`src/rtl/div_requester.sv`:
```
// Request queue and start/done initiator for the iterative divider.
// Queues operand pairs, runs one division at a time and returns tagged results.
//
// state | meaning
// ------+---------------------------------------------------------------
// IDLE  | waiting for a queued request; pops it and screens for den == 0
// START | div_start high for exactly this cycle; timeout timer loaded
// ARM   | waiting for div_done to read low (stale done from last op)
// WAIT  | waiting for div_done high; captures quotient/remainder
// RESP  | out_valid high, result held until out_ready
module div_requester #(
    parameter int SIZE    = 32,
    parameter int DEPTH   = 4,
    parameter int TIMEOUT = 64
) (
    input  logic            clk,
    input  logic            rst_n,
    input  logic            in_valid,
    output logic            in_ready,
    input  logic [SIZE-1:0] in_num,
    input  logic [SIZE-1:0] in_den,
    output logic            div_start,
    output logic [SIZE-1:0] div_numerador,
    output logic [SIZE-1:0] div_denominador,
    input  logic [SIZE-1:0] div_cociente,
    input  logic [SIZE-1:0] div_resto,
    input  logic            div_done,
    output logic            out_valid,
    input  logic            out_ready,
    output logic [SIZE-1:0] out_cociente,
    output logic [SIZE-1:0] out_resto,
    output logic            out_divzero,
    output logic            out_timeout,
    output logic            out_mismatch
);

    localparam int AW = $clog2(DEPTH);
    localparam int TW = $clog2(TIMEOUT + 1);

    typedef enum logic [2:0] {
        S_IDLE,
        S_START,
        S_ARM,
        S_WAIT,
        S_RESP
    } state_t;

    state_t state;

    logic [SIZE-1:0] fifo_num [DEPTH];
    logic [SIZE-1:0] fifo_den [DEPTH];
    logic [AW:0]     wr_ptr;
    logic [AW:0]     rd_ptr;
    logic            full;
    logic            empty;
    logic            push;
    logic            pop;
    logic [SIZE-1:0] head_num;
    logic [SIZE-1:0] head_den;
    logic [TW-1:0]   tmr;

    logic [2*SIZE-1:0] check_sum;
    logic              mismatch_c;

    assign empty    = (wr_ptr == rd_ptr);
    assign full     = (wr_ptr[AW] != rd_ptr[AW]) &&
                      (wr_ptr[AW-1:0] == rd_ptr[AW-1:0]);
    assign in_ready = !full;
    assign push     = in_valid && !full;
    assign pop      = (state == S_IDLE) && !empty;
    assign head_num = fifo_num[rd_ptr[AW-1:0]];
    assign head_den = fifo_den[rd_ptr[AW-1:0]];

    // Widened so q*d + r cannot wrap and hide a bad result.
    assign check_sum = {{SIZE{1'b0}}, div_cociente} * {{SIZE{1'b0}}, div_denominador}
                     + {{SIZE{1'b0}}, div_resto};
    assign mismatch_c = (check_sum != {{SIZE{1'b0}}, div_numerador}) ||
                        (div_resto >= div_denominador);

    always_ff @(posedge clk) begin
        if (push) begin
            fifo_num[wr_ptr[AW-1:0]] <= in_num;
            fifo_den[wr_ptr[AW-1:0]] <= in_den;
        end
    end

    always_ff @(posedge clk or negedge rst_n) begin
        if (!rst_n) begin
            wr_ptr <= '0;
            rd_ptr <= '0;
        end else begin
            if (push) wr_ptr <= wr_ptr + 1'b1;
            if (pop)  rd_ptr <= rd_ptr + 1'b1;
        end
    end

    always_ff @(posedge clk or negedge rst_n) begin
        if (!rst_n) begin
            state           <= S_IDLE;
            tmr             <= '0;
            div_start       <= 1'b0;
            div_numerador   <= '0;
            div_denominador <= '0;
            out_valid       <= 1'b0;
            out_cociente    <= '0;
            out_resto       <= '0;
            out_divzero     <= 1'b0;
            out_timeout     <= 1'b0;
            out_mismatch    <= 1'b0;
        end else begin
            case (state)
                S_IDLE: begin
                    if (!empty) begin
                        div_numerador   <= head_num;
                        div_denominador <= head_den;
                        if (head_den == '0) begin
                            out_cociente <= '1;
                            out_resto    <= head_num;
                            out_divzero  <= 1'b1;
                            out_timeout  <= 1'b0;
                            out_mismatch <= 1'b0;
                            out_valid    <= 1'b1;
                            state        <= S_RESP;
                        end else begin
                            div_start <= 1'b1;
                            state     <= S_START;
                        end
                    end
                end
                S_START: begin
                    div_start <= 1'b0;
                    tmr       <= TW'(TIMEOUT - 1);
                    state     <= S_ARM;
                end
                S_ARM, S_WAIT: begin
                    if (state == S_WAIT && div_done) begin
                        out_cociente <= div_cociente;
                        out_resto    <= div_resto;
                        out_divzero  <= 1'b0;
                        out_timeout  <= 1'b0;
                        out_mismatch <= mismatch_c;
                        out_valid    <= 1'b1;
                        state        <= S_RESP;
                    end else if (tmr == '0) begin
                        out_cociente <= '0;
                        out_resto    <= '0;
                        out_divzero  <= 1'b0;
                        out_timeout  <= 1'b1;
                        out_mismatch <= 1'b0;
                        out_valid    <= 1'b1;
                        state        <= S_RESP;
                    end else begin
                        tmr <= tmr - 1'b1;
                        if (state == S_ARM && !div_done) state <= S_WAIT;
                    end
                end
                S_RESP: begin
                    if (out_ready) begin
                        out_valid <= 1'b0;
                        state     <= S_IDLE;
                    end
                end
                default: state <= S_IDLE;
            endcase
        end
    end

endmodule

```
`config.mk`:
```
export PLATFORM = sky130hd
export DESIGN_NAME = div_requester
export DESIGN_NICKNAME = d
export VERILOG_FILES = /design/src/rtl/div_requester.sv
export SDC_FILE = /design/constraint.sdc
export NUM_CORES = 2
export LEC_CHECK = 0
export ABC_AREA = 1
export CAP_MARGIN = 20
export CORE_MARGIN = 2
export CORE_UTILIZATION = 60
export CTS_CLUSTER_DIAMETER = 80
export CTS_CLUSTER_SIZE = 10
export DETAILED_ROUTE_END_ITERATION = 10
export PLACE_DENSITY = 0.89
export SLEW_MARGIN = 25
export SYNTH_ARGS = -nofsm -noshare
export SYNTH_HDL_FRONTEND = slang
export SYNTH_SLANG_ARGS = --single-unit
```
`constraint.sdc`:
```
create_clock -name clk -period 20.8 [get_ports clk]
set_input_delay 2.08 -clock clk [delete_from_list [all_inputs] [get_ports clk]]
set_output_delay 2.08 -clock clk [all_outputs]
set_load 0.005 [all_outputs]
```
# Word-level counts from Yosys, hierarchy flattened
# Memories as Yosys holds them, arrays and structs flattened.
# Index checks and enable logic that the tools add are counted.
[totals] reg_bits=149 ramBits=256 in_bits=133 n_memories=2
[classes] n_addsub=4 mul=1 n_lt_le_gt_ge=1 eq_ne=16 mux=39 bitwise_logic=1 reduce_logical=23
[mem_list] memory="fifo_den" depth=4 width=32 read_ports=1 rd_ports_with_merged_regs=0 write_ports=1 line="51" text="logic [SIZE-1:0] fifo_den [DEPTH];"
[mem_list] memory="fifo_num" depth=4 width=32 read_ports=1 rd_ports_with_merged_regs=0 write_ports=1 line="50" text="logic [SIZE-1:0] fifo_num [DEPTH];"
[op_table] op="2-to-1 mux 32 bit" n=7
[op_table] op="one-hot mux 32 bit (2 select lines)" n=2
[op_table] op="adder 64 x 32 -> 64 bit" n=1
[op_table] op="multiplier 32 x 32 -> 64 bit" n=1
[op_table] op="inequality test 64 x 32 -> 1 bit" n=1
[op_table] op="greater-or-equal comparator 32 bit" n=1
[op_table] op="zero test 32 bit" n=1
[op_table] op="2-to-1 mux 3 bit" n=6
[op_table] op="2-to-1 mux 1 bit" n=15
[op_table] op="2-to-1 mux 7 bit" n=2
[op_table] op="one-hot mux 7 bit (2 select lines)" n=1
[op_table] op="one-hot mux 3 bit (4 select lines)" n=1
[op_table] op="inequality test 2 bit (second input constant)" n=5
[op_table] op="AND reduction 3 bit" n=3
[op_table] op="one-hot mux 1 bit (2 select lines)" n=4
[op_table] op="zero test 7 bit" n=1
[op_table] op="subtractor 7 x 1 -> 7 bit (second input constant)" n=1
[op_table] op="adder 3 x 1 -> 3 bit (second input constant)" n=2
[op_table] op="equality test 3 x 2 -> 1 bit (second input constant)" n=2
[op_table] op="nonzero test 2 bit" n=3
[op_table] op="logical AND 1 bit" n=5
[op_table] op="AND reduction 5 bit" n=1
[op_table] op="inequality test 4 bit (second input constant)" n=1
[op_table] op="AND reduction 4 bit" n=1
[op_table] op="other kinds (15)" n=17

# Logic depth before layout (Yosys ltp)
[depth] word_depth=6 mapped_depth=39 ltp_nobuf=37

# Worst setup path before layout
# OpenSTA, ideal clock, no wires.
[synth_path] path_kind="input -> register" from="input div_cociente[29]" to="register out_mismatch" t_arrival_ns=8.338 slack_ns=12.344 path_stages=32 path_buffers=2 path_cell_list="clkbuf_1 -> clkbuf_1 -> nand2_1 -> fa_1 -> fa_1 -> fa_1 -> fa_1 -> fa_1 -> fa_1 -> fa_1 -> fa_1 -> inv_1 -> ha_1 -> nand2_1 -> nor2_1 -> inv_1 -> nor2_1 -> inv_1 -> nor2_1 -> nand2_1 -> nand2_1 -> nand2_1 -> nand3_1 -> nand2_1 -> nor2_1 -> nand2_1 -> nor2_1 -> nand2_1 -> nor2_1 -> nand2_1 -> nand2_1 -> nand2_1"
[synth_via] elab_chain_len=6
[synth_lines] item="start: declaration" line="25" text="input logic [SIZE-1:0] div_cociente,"
[synth_lines] item="multiplier 32 x 32 -> 64 bit" line="75" text="assign check_sum = {{SIZE{1'b0}}, div_cociente} * {{SIZE{1'b0}}, div_denominador}"
[synth_lines] item="adder 64 x 32 -> 64 bit" line="76" text="+ {{SIZE{1'b0}}, div_resto};"
[synth_lines] item="inequality test 64 x 32 -> 1 bit" line="77" text="assign mismatch_c = (check_sum != {{SIZE{1'b0}}, div_numerador}) ||"
[synth_lines] item="logical OR 1 bit" line="77"
[synth_lines] item="2-to-1 mux 1 bit" line="136" text="if (state == S_WAIT && div_done) begin"
[synth_lines] item="one-hot mux 1 bit (2 select lines)" line="111" text="case (state)"
[synth_lines] item="end signal: assignment" line="141" text="out_mismatch <= mismatch_c;"
[synth_lines] item="end: declaration" line="34" text="output logic out_mismatch"
# Every way passes these cells.
# A chain may end at the register's enable or synchronous reset.

# Worst setup path after layout
[layout_path] from="input div_cociente[22]" to="register out_mismatch"
# Same word-level chain as after synthesis.

==> impl_metrics.json <==
{
  "status": "finished, final reports clean",
  "skew_ps": 67.0,
  "maxCapViolCount": 0,
  "startpoint_type": "input pin",
  "cp.arrival_ps": 9980,
  "min_path_type": "reg -> reg",
  "route.met2.wl_mm": 73.7,
  "timing.critical_path.mode_cell": "nand2_1",
  "cts_root_buf": "clkbuf_16",
  "crit_slowest_cell": "fa_1",
  "yosys-top-cells-area": "fa_1 36%, edfxtp_1 15%, nand2_1 14%",
  "ys_seq_area_share_pct": 22.1,
  "cts_buffers": 49,
  "fmax_ghz": 0.106,
  "r2r_start": "div_denominador[11]$_DFFE_PN0P_",
  "avgRoutedWirePerCell_um": 21.5,
  "highest_layer": "met5",
  "path_clk_slew_ps": 60,
  "place_area_um2": 55000,
  "reg2reg_depth": 28,
  "grt_pass1_wl_mm": 246,
  "cts_buffer_depth": 3,
  "critPathKind": "in -> reg",
  "postCtsHoldBufs": 0,
  "synth-edff-count": 256,
  "grtUsageTotal_pct": 36.1,
  "postCtsSetupBuffers": 0,
  "clk_latency_ps": 650,
  "syn2layout_area_growth_pct": 9.44,
  "rsz0062_at_grt": "false",
  "met3_length_mm": 19.2,
  "h-tree-depth": 2,
  "stdcell_area_um2": 56500,
  "crit_cells": 30,
  "hold_path_end": "out_cociente[7]$_DFFE_PN0P_",
  "gr-total-overflow": 0,
  "rows": 107,
  "hpwl_mm": 123,
  "synth_top_area_share_pct": 36.0,
  "critPathMaxFanout": 33,
  "required_ps": 21340,
  "finalNetCount": 7441,
  "port_buffers": 266,
  "grt_pass1_vias": 45300,
  "grt_antenna_before_repair": 2,
  "wl_met1_mm": 56.2,
  "crit_buf_inv": 3,
  "drc": 0,
  "gp_congestion": 0.984,
  "cts_tree": "built",
  "slew_violations": 0,
  "synth.largest_area_cell": "fa_1",
  "die_h_um": 297,
  "ys_ff_latch": 405,
  "setup-tns-final_ps": 0,
  "dieArea_um2": 88300,
  "yosysUniqueCellTypes": 40,
  "async_reset_ff_share_pct": 36.8,
  "layout_min_cycle_time_ps": 9430,
  "worst_pin_slew_ps": 1030,
  "ant_nets": 0,
  "min_from": "out_cociente[7]$_DFFE_PN0P_",
  "syn_inst": 6021,
  "synth_nets": 7383,
  "slew_headroom_pct": 31.3,
  "ys.flop_type": "edfxtp_1",
  "vias": 41800,
  "synth_warnings": 0,
  "whs_path_depth": 2,
  "period_share_pct": 45.4,
  "nFillCells": 6305,
  "die_x_um": 297,
  "slowest_delay_ps": 610,
  "top_level_ports": 267,
  "avgSynthCellArea_um2": 8.57,
  "setup_viol": 0,
  "cts_resized": 0,
  "core-area_um2": 85100,
  "path_delay_family": "adder cells",
  "cts_num_sinks": 405,
  "r2r_setup_slack_ps": 12670,
  "grt_max_degree": 87,
  "layout-drive-gt1-share_pct": 2.55,
  "via_per_inst": 5.76,
  "drtIter0Drc": 4763,
  "r2r-end": "out_mismatch$_DFFE_PN0P_",
  "first_pass_iters": 8,
  "syn-cell-area_um2": 51600,
  "hold_viol": 0,
  "start_util_pct": 60.6,
  "wl_mm": 156,
  "critPathCaptureType": "register"
}
[worst max path at each step]
| stage | endpoint | from | slack (ps) |
|---|---|---|---|
| 2_1_floorplan | out_mismatch$_DFFE_PN0P_ | div_cociente[29] | 12340 |
| 3_3_place_gp | out_mismatch$_DFFE_PN0P_ | div_cociente[25] | 10920 |
| 3_5_place_dp | out_mismatch$_DFFE_PN0P_ | div_cociente[18] | 10880 |
| 4_1_cts | out_mismatch$_DFFE_PN0P_ | div_cociente[18] | 11550 |
| 5_1_grt | out_mismatch$_DFFE_PN0P_ | div_cociente[22] | 11050 |
| 6_report | out_mismatch$_DFFE_PN0P_ | div_cociente[22] | 11370 |
[kinds of logic (layout without fill, tap and decap cells)]
group | after synthesis | count (layout) | synth area share (%)
adder cells (fa/ha/maj) | 1229 | 1229 | 43.3
other | 0 | 2 | 0
AND/OR/NAND/NOR | 2368 | 2368 | 17.8
flip-flops | 405 | 405 | 22.1
AO/OA/AOI/OAI | 389 | 389 | 4.34
buffers and inverters | 1586 | 1679 | 11.7
XOR/XNOR | 44 | 44 | 0.800
[cells in the mapped netlist, types with 32 or more instances]
cell         n
a21oi_1     78
fa_1       928
nand2_1   1932
inv_1     1251
nand3_1     97
dfrtp_1    149
ha_1       301
o21ai_0    196
nor2_1     275
o22ai_1     32
clkbuf_1   294
edfxtp_1   256
o211ai_1    32
[worst reg2reg max path: cells and delay by family, from the launching register on]
family | cells | cell delay [ps]
adder cells (fa/ha/maj) | 9 | 4650
buffers and inverters | 1 | 70
flip-flops | 1 | 1010
AND/OR/NAND/NOR | 18 | 2330
[state kept, by name (all words and copies together), names as in the netlist, 3 cells and up]
signal	count
rd_ptr	3
state	3
wr_ptr	3
out_cociente	32
tmr	7
fifo_den	128
div_numerador	32
fifo_num	128
out_resto	32
div_denominador	32
[cells in the final DEF (no fill, tap or decap), types with 3 or more instances in the layout]
master              n
a211oi_1            3
a21oi_1            78
a32o_1             10
buf_4              71
clkbuf_1           27
clkbuf_16          49
clkdlybuf4s50_1   265
clkinv_2            3
dfrtp_1           138
dfrtp_2            10
edfxtp_1          256
fa_1              928
ha_1              301
inv_1            1249
inv_2               5
nand2_1          1930
nand3_1            97
nand3b_1            8
nand4_1            25
nor2_1            271
nor2_4              4
nor3_1             21
nor4_1              4
o211ai_1           32
o21ai_0           196
o21ai_1             3
o21bai_1            7
o22a_1             22
o22ai_1            32
xnor2_1            19
xor2_1             23
[layout make-up]
class,instances,area [µm²],share of cell area (%)
sequential,405,11400,20.2
antenna,2,5.00,0.00886
inverter,1255,4710,8.35
timing repair buffer,338,3210,5.68
multi-input combinational,4030,34200,60.6
clock inverter,10,153,0.270
clock buffer,76,1330,2.35
tap,1144,1430,2.54
[metal layers]
metal	track usage [%]	up-vias
met1	45.5	20400
met2	58.8	2894
met3	10.0	623
li1	-	18000
met5	0	-
met4	15.3	2
[per-stage QoR]
| step | util [%] | cells | worst slack [ps] | hold WS [ps] |
|---|---|---|---|---|
| 3_5_place_dp | 64.6 | 7172 | 10880 | 469 |
| 3_3_place_gp | 64.6 | 7172 | 10920 | 464 |
| 4_1_cts | 66.3 | 7258 | 11550 | 482 |
| 5_1_grt | 66.3 | 7258 | 11050 | 491 |
| 6_report | 66.3 | 7260 | 11370 | 483 |
| 2_1_floorplan | - | 6021 | 12340 | 459 |
Power is left out: the tool's default activity adds up to more than one toggle a clock period on the data nets, which glitch-free logic cannot reach.
